<file path="src/rtl/tt_ctrl_pkg.sv">
// Shared definitions for the TinyTapeStation controller-input path:
// FSM state encoding, button bit positions and default timing values.
package tt_ctrl_pkg;

  typedef enum logic [2:0] {
    ST_IDLE  = 3'd0,
    ST_LATCH = 3'd1,
    ST_LOW   = 3'd2,
    ST_HIGH  = 3'd3,
    ST_DONE  = 3'd4
  } ctrl_state_t;

  // Bit positions in the serial stream and in the button vector
  localparam int BTN_A      = 0;
  localparam int BTN_B      = 1;
  localparam int BTN_SELECT = 2;
  localparam int BTN_START  = 3;
  localparam int BTN_UP     = 4;
  localparam int BTN_DOWN   = 5;
  localparam int BTN_LEFT   = 6;
  localparam int BTN_RIGHT  = 7;

  // 6 us half-phase and ~60 Hz polling at a 25 MHz system clock
  localparam int DEFAULT_CLK_DIV     = 150;
  localparam int DEFAULT_POLL_CYCLES = 416667;

  // Opposing directions pressed together cancel out; face buttons pass through.
  function automatic logic [7:0] socd_clean(input logic [7:0] raw);
    logic [7:0] res;
    res = raw;
    if (raw[BTN_UP] && raw[BTN_DOWN]) begin
      res[BTN_UP]   = 1'b0;
      res[BTN_DOWN] = 1'b0;
    end else begin
      res = res;
    end
    if (raw[BTN_LEFT] && raw[BTN_RIGHT]) begin
      res[BTN_LEFT]  = 1'b0;
      res[BTN_RIGHT] = 1'b0;
    end else begin
      res = res;
    end
    return res;
  endfunction

endpackage

</file>
<file path="src/rtl/sync_2ff.sv">
// Two-flop synchronizer for the controller data line. Resets to 1, the
// released level of the active-low controller output.
module sync_2ff (
  input  logic clk,
  input  logic reset,
  input  logic d,
  output logic q
);

  logic meta_r;

  // Double-register the asynchronous input
  always_ff @(posedge clk or negedge reset) begin
    if (!reset) begin
      meta_r <= 1'b1;
      q      <= 1'b1;
    end else begin
      meta_r <= d;
      q      <= meta_r;
    end
  end

endmodule

</file>
<file path="src/rtl/nes_controller_reader.sv">
// NES-style serial gamepad reader. Periodically latches the controller,
// clocks out 8 bits (A first, right last) and presents registered,
// active-high button levels with a one-cycle valid pulse per frame.
// Optional build macro SOCD_CLEAN_EN cancels opposing directions.
module nes_controller_reader
  import tt_ctrl_pkg::*;
#(
  parameter int CLK_DIV     = DEFAULT_CLK_DIV,
  parameter int POLL_CYCLES = DEFAULT_POLL_CYCLES
) (
  input  logic clk,
  input  logic reset,
  input  logic ctrl_data,
  output logic ctrl_latch,
  output logic ctrl_clk,
  output logic A,
  output logic B,
  output logic select,
  output logic start,
  output logic up,
  output logic down,
  output logic left,
  output logic right,
  output logic buttons_valid
);

  localparam int PH_W   = $clog2(2 * CLK_DIV);
  localparam int POLL_W = (POLL_CYCLES > 1) ? $clog2(POLL_CYCLES) : 1;

  localparam logic [PH_W-1:0]   LATCH_END = PH_W'(2 * CLK_DIV - 1);
  localparam logic [PH_W-1:0]   HALF_END  = PH_W'(CLK_DIV - 1);
  localparam logic [POLL_W-1:0] POLL_END  = POLL_W'(POLL_CYCLES - 1);

  ctrl_state_t       state_r;
  logic [POLL_W-1:0] poll_r;
  logic [PH_W-1:0]   phase_r;
  logic [2:0]        idx_r;
  logic [7:0]        shift_r;
  logic [7:0]        shift_nxt_s;
  logic [7:0]        load_s;
  logic [7:0]        buttons_r;
  logic              data_sync_s;

  sync_2ff u_sync (
    .clk   (clk),
    .reset (reset),
    .d     (ctrl_data),
    .q     (data_sync_s)
  );

  // Shift register contents including the bit being sampled this cycle
  always_comb begin
    shift_nxt_s        = shift_r;
    shift_nxt_s[idx_r] = data_sync_s;
  end

  // Button word to load: wire bits are active-low, outputs active-high
  always_comb begin
`ifdef SOCD_CLEAN_EN
    load_s = socd_clean(~shift_nxt_s);
`else
    load_s = ~shift_nxt_s;
`endif
  end

  // Frame sequencer: poll timer, latch/clock generation, bit capture, output load
  always_ff @(posedge clk or negedge reset) begin
    if (!reset) begin
      state_r       <= ST_IDLE;
      poll_r        <= '0;
      phase_r       <= '0;
      idx_r         <= 3'd0;
      shift_r       <= 8'hFF;
      buttons_r     <= 8'h00;
      buttons_valid <= 1'b0;
      ctrl_latch    <= 1'b0;
      ctrl_clk      <= 1'b0;
    end else begin
      buttons_valid <= 1'b0;
      case (state_r)
        ST_IDLE: begin
          if (poll_r == POLL_END) begin
            poll_r     <= '0;
            ctrl_latch <= 1'b1;
            state_r    <= ST_LATCH;
          end else begin
            poll_r <= poll_r + POLL_W'(1);
          end
        end
        ST_LATCH: begin
          if (phase_r == LATCH_END) begin
            phase_r    <= '0;
            idx_r      <= 3'd0;
            ctrl_latch <= 1'b0;
            state_r    <= ST_LOW;
          end else begin
            phase_r <= phase_r + PH_W'(1);
          end
        end
        ST_LOW: begin
          if (phase_r == HALF_END) begin
            phase_r <= '0;
            shift_r <= shift_nxt_s;
            if (idx_r == 3'd7) begin
              // Outputs are loaded on entry so they are visible during DONE
              buttons_r     <= load_s;
              buttons_valid <= 1'b1;
              state_r       <= ST_DONE;
            end else begin
              idx_r    <= idx_r + 3'd1;
              ctrl_clk <= 1'b1;
              state_r  <= ST_HIGH;
            end
          end else begin
            phase_r <= phase_r + PH_W'(1);
          end
        end
        ST_HIGH: begin
          if (phase_r == HALF_END) begin
            phase_r  <= '0;
            ctrl_clk <= 1'b0;
            state_r  <= ST_LOW;
          end else begin
            phase_r <= phase_r + PH_W'(1);
          end
        end
        ST_DONE: begin
          state_r <= ST_IDLE;
        end
        default: begin
          state_r    <= ST_IDLE;
          poll_r     <= '0;
          phase_r    <= '0;
          ctrl_latch <= 1'b0;
          ctrl_clk   <= 1'b0;
        end
      endcase
    end
  end

  assign A      = buttons_r[BTN_A];
  assign B      = buttons_r[BTN_B];
  assign select = buttons_r[BTN_SELECT];
  assign start  = buttons_r[BTN_START];
  assign up     = buttons_r[BTN_UP];
  assign down   = buttons_r[BTN_DOWN];
  assign left   = buttons_r[BTN_LEFT];
  assign right  = buttons_r[BTN_RIGHT];

endmodule

</file>
<file path="config.mk">
export PLATFORM = sky130hd
export DESIGN_NAME = nes_controller_reader
export DESIGN_NICKNAME = d
export VERILOG_FILES = /design/src/rtl/tt_ctrl_pkg.sv /design/src/rtl/sync_2ff.sv /design/src/rtl/nes_controller_reader.sv
export SDC_FILE = /design/constraint.sdc
export NUM_CORES = 1
export LEC_CHECK = 0
export CAP_MARGIN = 20
export CORE_AREA = 2 2 82 68
export CTS_CLUSTER_SIZE = 10
export DETAILED_ROUTE_END_ITERATION = 12
export DIE_AREA = 0 0 84 70
export PLACE_DENSITY = 0.74
export SYNTH_ARGS = -nofsm -noshare
export SYNTH_HDL_FRONTEND = slang
export SYNTH_HIERARCHICAL = 1
export SYNTH_SLANG_ARGS = --single-unit
</file>
<file path="constraint.sdc">
create_clock -name clk -period 2.4 [get_ports clk]
set_input_delay 0.36 -clock clk [delete_from_list [all_inputs] [get_ports clk]]
set_output_delay 0.36 -clock clk [all_outputs]
set_load 0.05 [all_outputs]
</file>
==> summary.md, run 1 <==
| Metric | Value |
|---|---|
| Slew @ Worst Pin | `1.053 ns` |
| Clk buf depth | `2` |
| Clock Root Buffer | `clkbuf_8` |
| Via density | `5.766` |
| Average routed wire per standard cell | `14.70 um` |
| I/O Pins | `14` |
| Crit path kind | `register to register` |
| Area growth, synth to finish | `11.42%` |
| Max VDD drop | `0.3211 mV` |
| HP Start | `u_sync/meta_r` |
| Final Hold Viols | `0` |
| Pins Over Slew Limit | `0` |
| Status | `finished clean` |
| Worst-Skew Late Latency | `0.32 ns` |
| Multi-input logic area | `1344 um2` |
| PwrDens | `504.4 nW/um2` |
| Post-synthesis cell area | `2836 um2` |
| Arr. time, crit path | `2.34 ns` |
| Setup Viol. Count Final | `0` |
| HP Class | `register to register` |
| R2R cell count | `6` |
| Sequential cell area | `1389 um2` |
| Initial antenna violation count | `0` |
| Commonest non-fill, non-tap cell in the layout | `dfrtp_1` |
| Post-DP HPWL | `3.876 mm` |
| Post-synth EDFFs | `0` |
| Worst Hold End | `u_sync/q` |
| Core Box Area | `5195 um2` |
| Worst relative slew slack | `29.30%` |
| Synthesized net count | `305` |
| GRT met2 Usage | `30.67%` |
| Design Area, Final | `3161 um2` |
| Yosys warning total | `6` |
| Commonest cells after routing, fill and taps aside | `45 x dfrtp_1, 38 x nand2_1, 22 x nand3_1, 22 x o21ai_0, 16 x a21oi_1` |
| Busiest grt layer | `met1` |
| Layout fillers | `422` |
| Setup Buffers After CTS | `0` |
| Area of the die | `5880 um2` |
| MaxCap Viol Count | `0` |
| Number of DRC markers in iteration 0 | `117` |
| Global-route wire length before repair | `9.894 mm` |
| Via count of the first global-routing pass | `2058` |
| R2R Path Start | `phase_r[1]` |
| Largest net degree at the start of global routing | `22` |
| H-tree depth | `2` |
| Placer Congestion | `0.7894` |
| Asr flop ratio synth | `100.0%` |
| FF-to-FF setup slack | `0.26 ns` |
| Met3 Usage GRT | `3.901%` |
| Seq/Total Area, Yosys | `48.96%` |
| IO Port Bufs | `13` |
| Final min period | `2.139 ns` |
| Final Skew | `0.007788 ns` |
| Die H | `70 um` |
| RSZ-0062 raised after global routing | `no` |
| Synth Register Bits | `55` |
| Cells after Synth | `296` |
| Pre-antenna DRT Iters | `4` |
| Most used DFF post-synth | `dfrtp_1` |
| FP Rows | `24` |
| CP Data Required Time | `2.60 ns` |
| Capturing element type of the critical path | `register` |
| Leakage Power | `1.375 nW` |
| Grt ovf | `0` |
| Avg Synthesized Cell Area | `9.583 um2` |
| Die width | `84 um` |
| Worst setup path startpoint | `phase_r[1]` |
| Hold Path Stages | `0` |
| Layout cell share with drive strength beyond 1 | `12.54%` |
| CTS tree | `done` |
| Startpoint class of the critical path | `register` |
| ANT nets after route | `0` |
| TritonCTS Buffers | `5` |
| Fmax | `467.6 MHz` |
| Residual DRC | `0` |
| Nets | `319` |
| Antenna Cells | `0` |
| DRT Wirelength | `5.528 mm` |
| Met1 usage | `31.21%` |
| Initial core utilization | `54.60%` |
| # clock sinks | `55` |
| Clk slew on worst S/H paths | `0.10 ns` |
| Reg2reg end | `buttons_r[4]` |
| Final cycle utilization of the critical path | `89.11%` |
| Number of vias in the routed layout | `2168` |
| Crit path max fanout | `9` |
| Total GRT Usage | `20.85%` |
| Setup TNS | `0 ns` |
| Placed cell area | `3033 um2` |
| Post-synth cell types | `44` |
| Layout Utilization | `60.84%` |
| Tot Pwr | `0.001594 W` |
-- cell type report --
cell class,instances,area share (%)
Clock buffer,6,2.613
Clock inverter,2,1.108
Inverter,11,1.306
Multi-Input combinational cell,216,42.52
Sequential cell,55,43.94
Tap cell,65,2.573
Timing Repair Buffer,21,5.938
-- metrics by stage --
stage          hold WS (ns)  worst slack [ns]  cells
3_3_place_gp         0.3016            0.3560    367
6_report             0.3614            0.2614    376
5_1_grt              0.3699           0.06588    376
2_1_floorplan       0.06441            0.4510    296
4_1_cts              0.3641            0.2658    376
3_5_place_dp         0.3007            0.2816    367
-- critical path, stage by stage, from the launching register on --
cell,delay (ns)
dfrtp_1,0.41
inv_1,0.08
ha_1,0.14
nand4b_1,0.13
nor4_2,0.41
nand3_1,0.44
mux2_2,0.41
-- cell usage after synthesis (all sizes together) (7+ instances only) --
cell type,n,area [um2]
nand2,38,142.6
and3,7,43.79
a31oi,7,43.79
nor2,15,56.30
clkbuf,10,37.54
dfrtp,45,1126
inv,11,41.29
nand3,22,110.1
mux2,9,101.4
a21oi,16,80.08
o21ai,22,110.1
mux2i,8,80.08
dfstp,10,262.8
-- where the power goes --
| group | leakage, nW | switching, W | internal (W) |
|---|---|---|---|
| Combinational | 0.595 | 0.0000183 | 0.00000575 |
| Sequential | 0.718 | 0.00000248 | 0.000930 |
| Clock | 0.0612 | 0.000300 | 0.000338 |
| Total | 1.37 | 0.000321 | 0.00127 |
-- flip-flops by register name, summed over array words and instances (netlist names), 3 cells and up --
signal / flops
state_r: 3
idx_r: 3
phase_r: 9
poll_r: 19
buttons_r: 8
shift_r: 8
-- cells by family after synthesis --
logic type,after synthesis,synth area share (%)
flops,55,48.96
xor+xnor,7,2.161
simple gates,123,22.63
compound gates,63,13.54
fa+ha+maj,6,2.647
buf+inv,25,3.661
mux,17,6.396
-- worst max path at each step --
stage	cells past startpoint	endpoint
after floorplan	8	phase_r[5]
final	6	buttons_r[4]
after global routing	6	buttons_r[4]
after CTS	6	buttons_r[7]
after detailed placement	6	buttons_r[7]
after global placement	7	poll_r[9]
-- metal layers --
| layer | vias up | share of wire, % | routed length (um) |
|---|---|---|---|
| met5 | - | 0 | 0 |
| met4 | 0 | 1.4 | 78 |
| met3 | 8 | 3.6 | 197 |
| met2 | 39 | 44 | 2420 |
| met1 | 1022 | 51 | 2830 |
| li1 | 1099 | - | - |
-- repair_timing --
item                                   4_1_cts  5_1_grt
endpoints found under the hold margin       15        0
resized for setup                            0        0
hold buffers                                 1        0
(Power assumes the default switching activity.)
==> run 2, diff against run 1 <==
Settings changed: ABC_AREA set to 0.
==> results of run 2 <==
No change in the layout: final DEF, timing and power equal those of run 1.
==> RTL edit, RTL diff (settings of run 2) <==
Put a register stage on the outputs `A`, `B`, `select`, `start`, `up`, `down`, `left` and `right`. The values now appear one clock later. The other outputs are not delayed to match. Comments in the files are not updated.
--- a/src/rtl/nes_controller_reader.sv
+++ b/src/rtl/nes_controller_reader.sv
@@ -138,14 +138,16 @@
     end
   end
 
-  assign A      = buttons_r[BTN_A];
-  assign B      = buttons_r[BTN_B];
-  assign select = buttons_r[BTN_SELECT];
-  assign start  = buttons_r[BTN_START];
-  assign up     = buttons_r[BTN_UP];
-  assign down   = buttons_r[BTN_DOWN];
-  assign left   = buttons_r[BTN_LEFT];
-  assign right  = buttons_r[BTN_RIGHT];
+  always_ff @(posedge clk) begin
+    A      <= buttons_r[BTN_A];
+    B      <= buttons_r[BTN_B];
+    select <= buttons_r[BTN_SELECT];
+    start  <= buttons_r[BTN_START];
+    up     <= buttons_r[BTN_UP];
+    down   <= buttons_r[BTN_DOWN];
+    left   <= buttons_r[BTN_LEFT];
+    right  <= buttons_r[BTN_RIGHT];
+  end
 
 endmodule
 
Formal check against the unedited RTL: no difference found for any inputs over 10 cycles, from zero or initial values and one cycle with reset low; that may be too few to reach the edited logic, so the function may still have changed.
==> RTL edit against run 2 <==
Clock power grew 47%; final area grew 7.5%; final cell count grew 3.5%; core utilization grew 4.6 points; sequential cell count grew 8; worst setup slack lost 0.0047 ns; routed wire length grew 0.20%; power grew 27%; synthesized area grew 5.6%; largest cell class unchanged.
==> RTL edit: results (changes against run 2) <==
- Clock buf/inv share: 6.11% (+2.4 points)
- Pre-antenna DRT Iters: 5 (+1)
- Synth area leaders: dfrtp_1 (38%), dfstp_2 (8.8%), dfxtp_1 (5.3%)
- Largest net degree at the start of global routing: 33 (+50%)
- Iter 0 DRT Violations: 157 (+34%)
- Post-synthesis compound-gate area fraction: 12.8% (-0.72 points)
- Dpl cell area: 0.00319 sq mm (+5.2%)
- Hold bufs inserted after CTS: 0 (-1)
- Status: finished, final reports clean
- Slew HR: 40.6% (+11 points)
- Sequential Power Share: 52.5% (-6.0 points)
- Met2 Use GR: 28.8% (-1.9 points)
- Post-synth cell types: 45 (+2.3%)
- Routability cong.: 0.828 (+4.8%)
- Leak Pwr: 1.47 nW (+7.2%)
- Share of layout cells above drive strength 1: 13.9% (+1.3 points)
- Gr usage total: 20.8% (-0.053 points)
- Clock buffer count from CTS: 9 (+4)
- Maximum fanout along the worst path: 14 (+5)
- Syn_nets: 313 (+2.6%)
- # clk buffers: 11 (+5)
- H-tree depth: 3 (+1)
- Dpl ws: 0.286 ns (+0.00493 ns)
- Post-route cell area: 0.00340 sq mm (+7.5%)
- Post-synthesis mux area share: 6.05% (-0.34 points)
- Vias: 2257 (+4.1%)
RTL edit: path summary, 6_finish.rpt:
path                                     endpoint  slack (ns)               startpoint  depth (start not counted)
min in group clk               u_sync/q$_DFF_PN1_        0.36  u_sync/meta_r$_DFF_PN1_                          0
hold reg to reg                u_sync/q$_DFF_PN1_        0.36  u_sync/meta_r$_DFF_PN1_                          0
setup / recovery           phase_r[8]$_DFFE_PN0N_        0.26   phase_r[1]$_DFFE_PN0N_                          7
setup reg to reg           phase_r[8]$_DFFE_PN0N_        0.26   phase_r[1]$_DFFE_PN0N_                          7
max in group asynchronous  shift_r[1]$_DFFE_PN1P_        1.77                    reset                          2
hold / removal             phase_r[2]$_DFFE_PN0N_       0.003                    reset                          1
RTL edit: worst reg2reg max path, cell delays in order, from the launching register on:
cell      delay [ns]
dfrtp_1         0.41
inv_1           0.09
ha_1            0.14
nand4b_1        0.14
or4_4           0.55
a32o_2          0.39
a41oi_1         0.25
a31oi_1         0.06
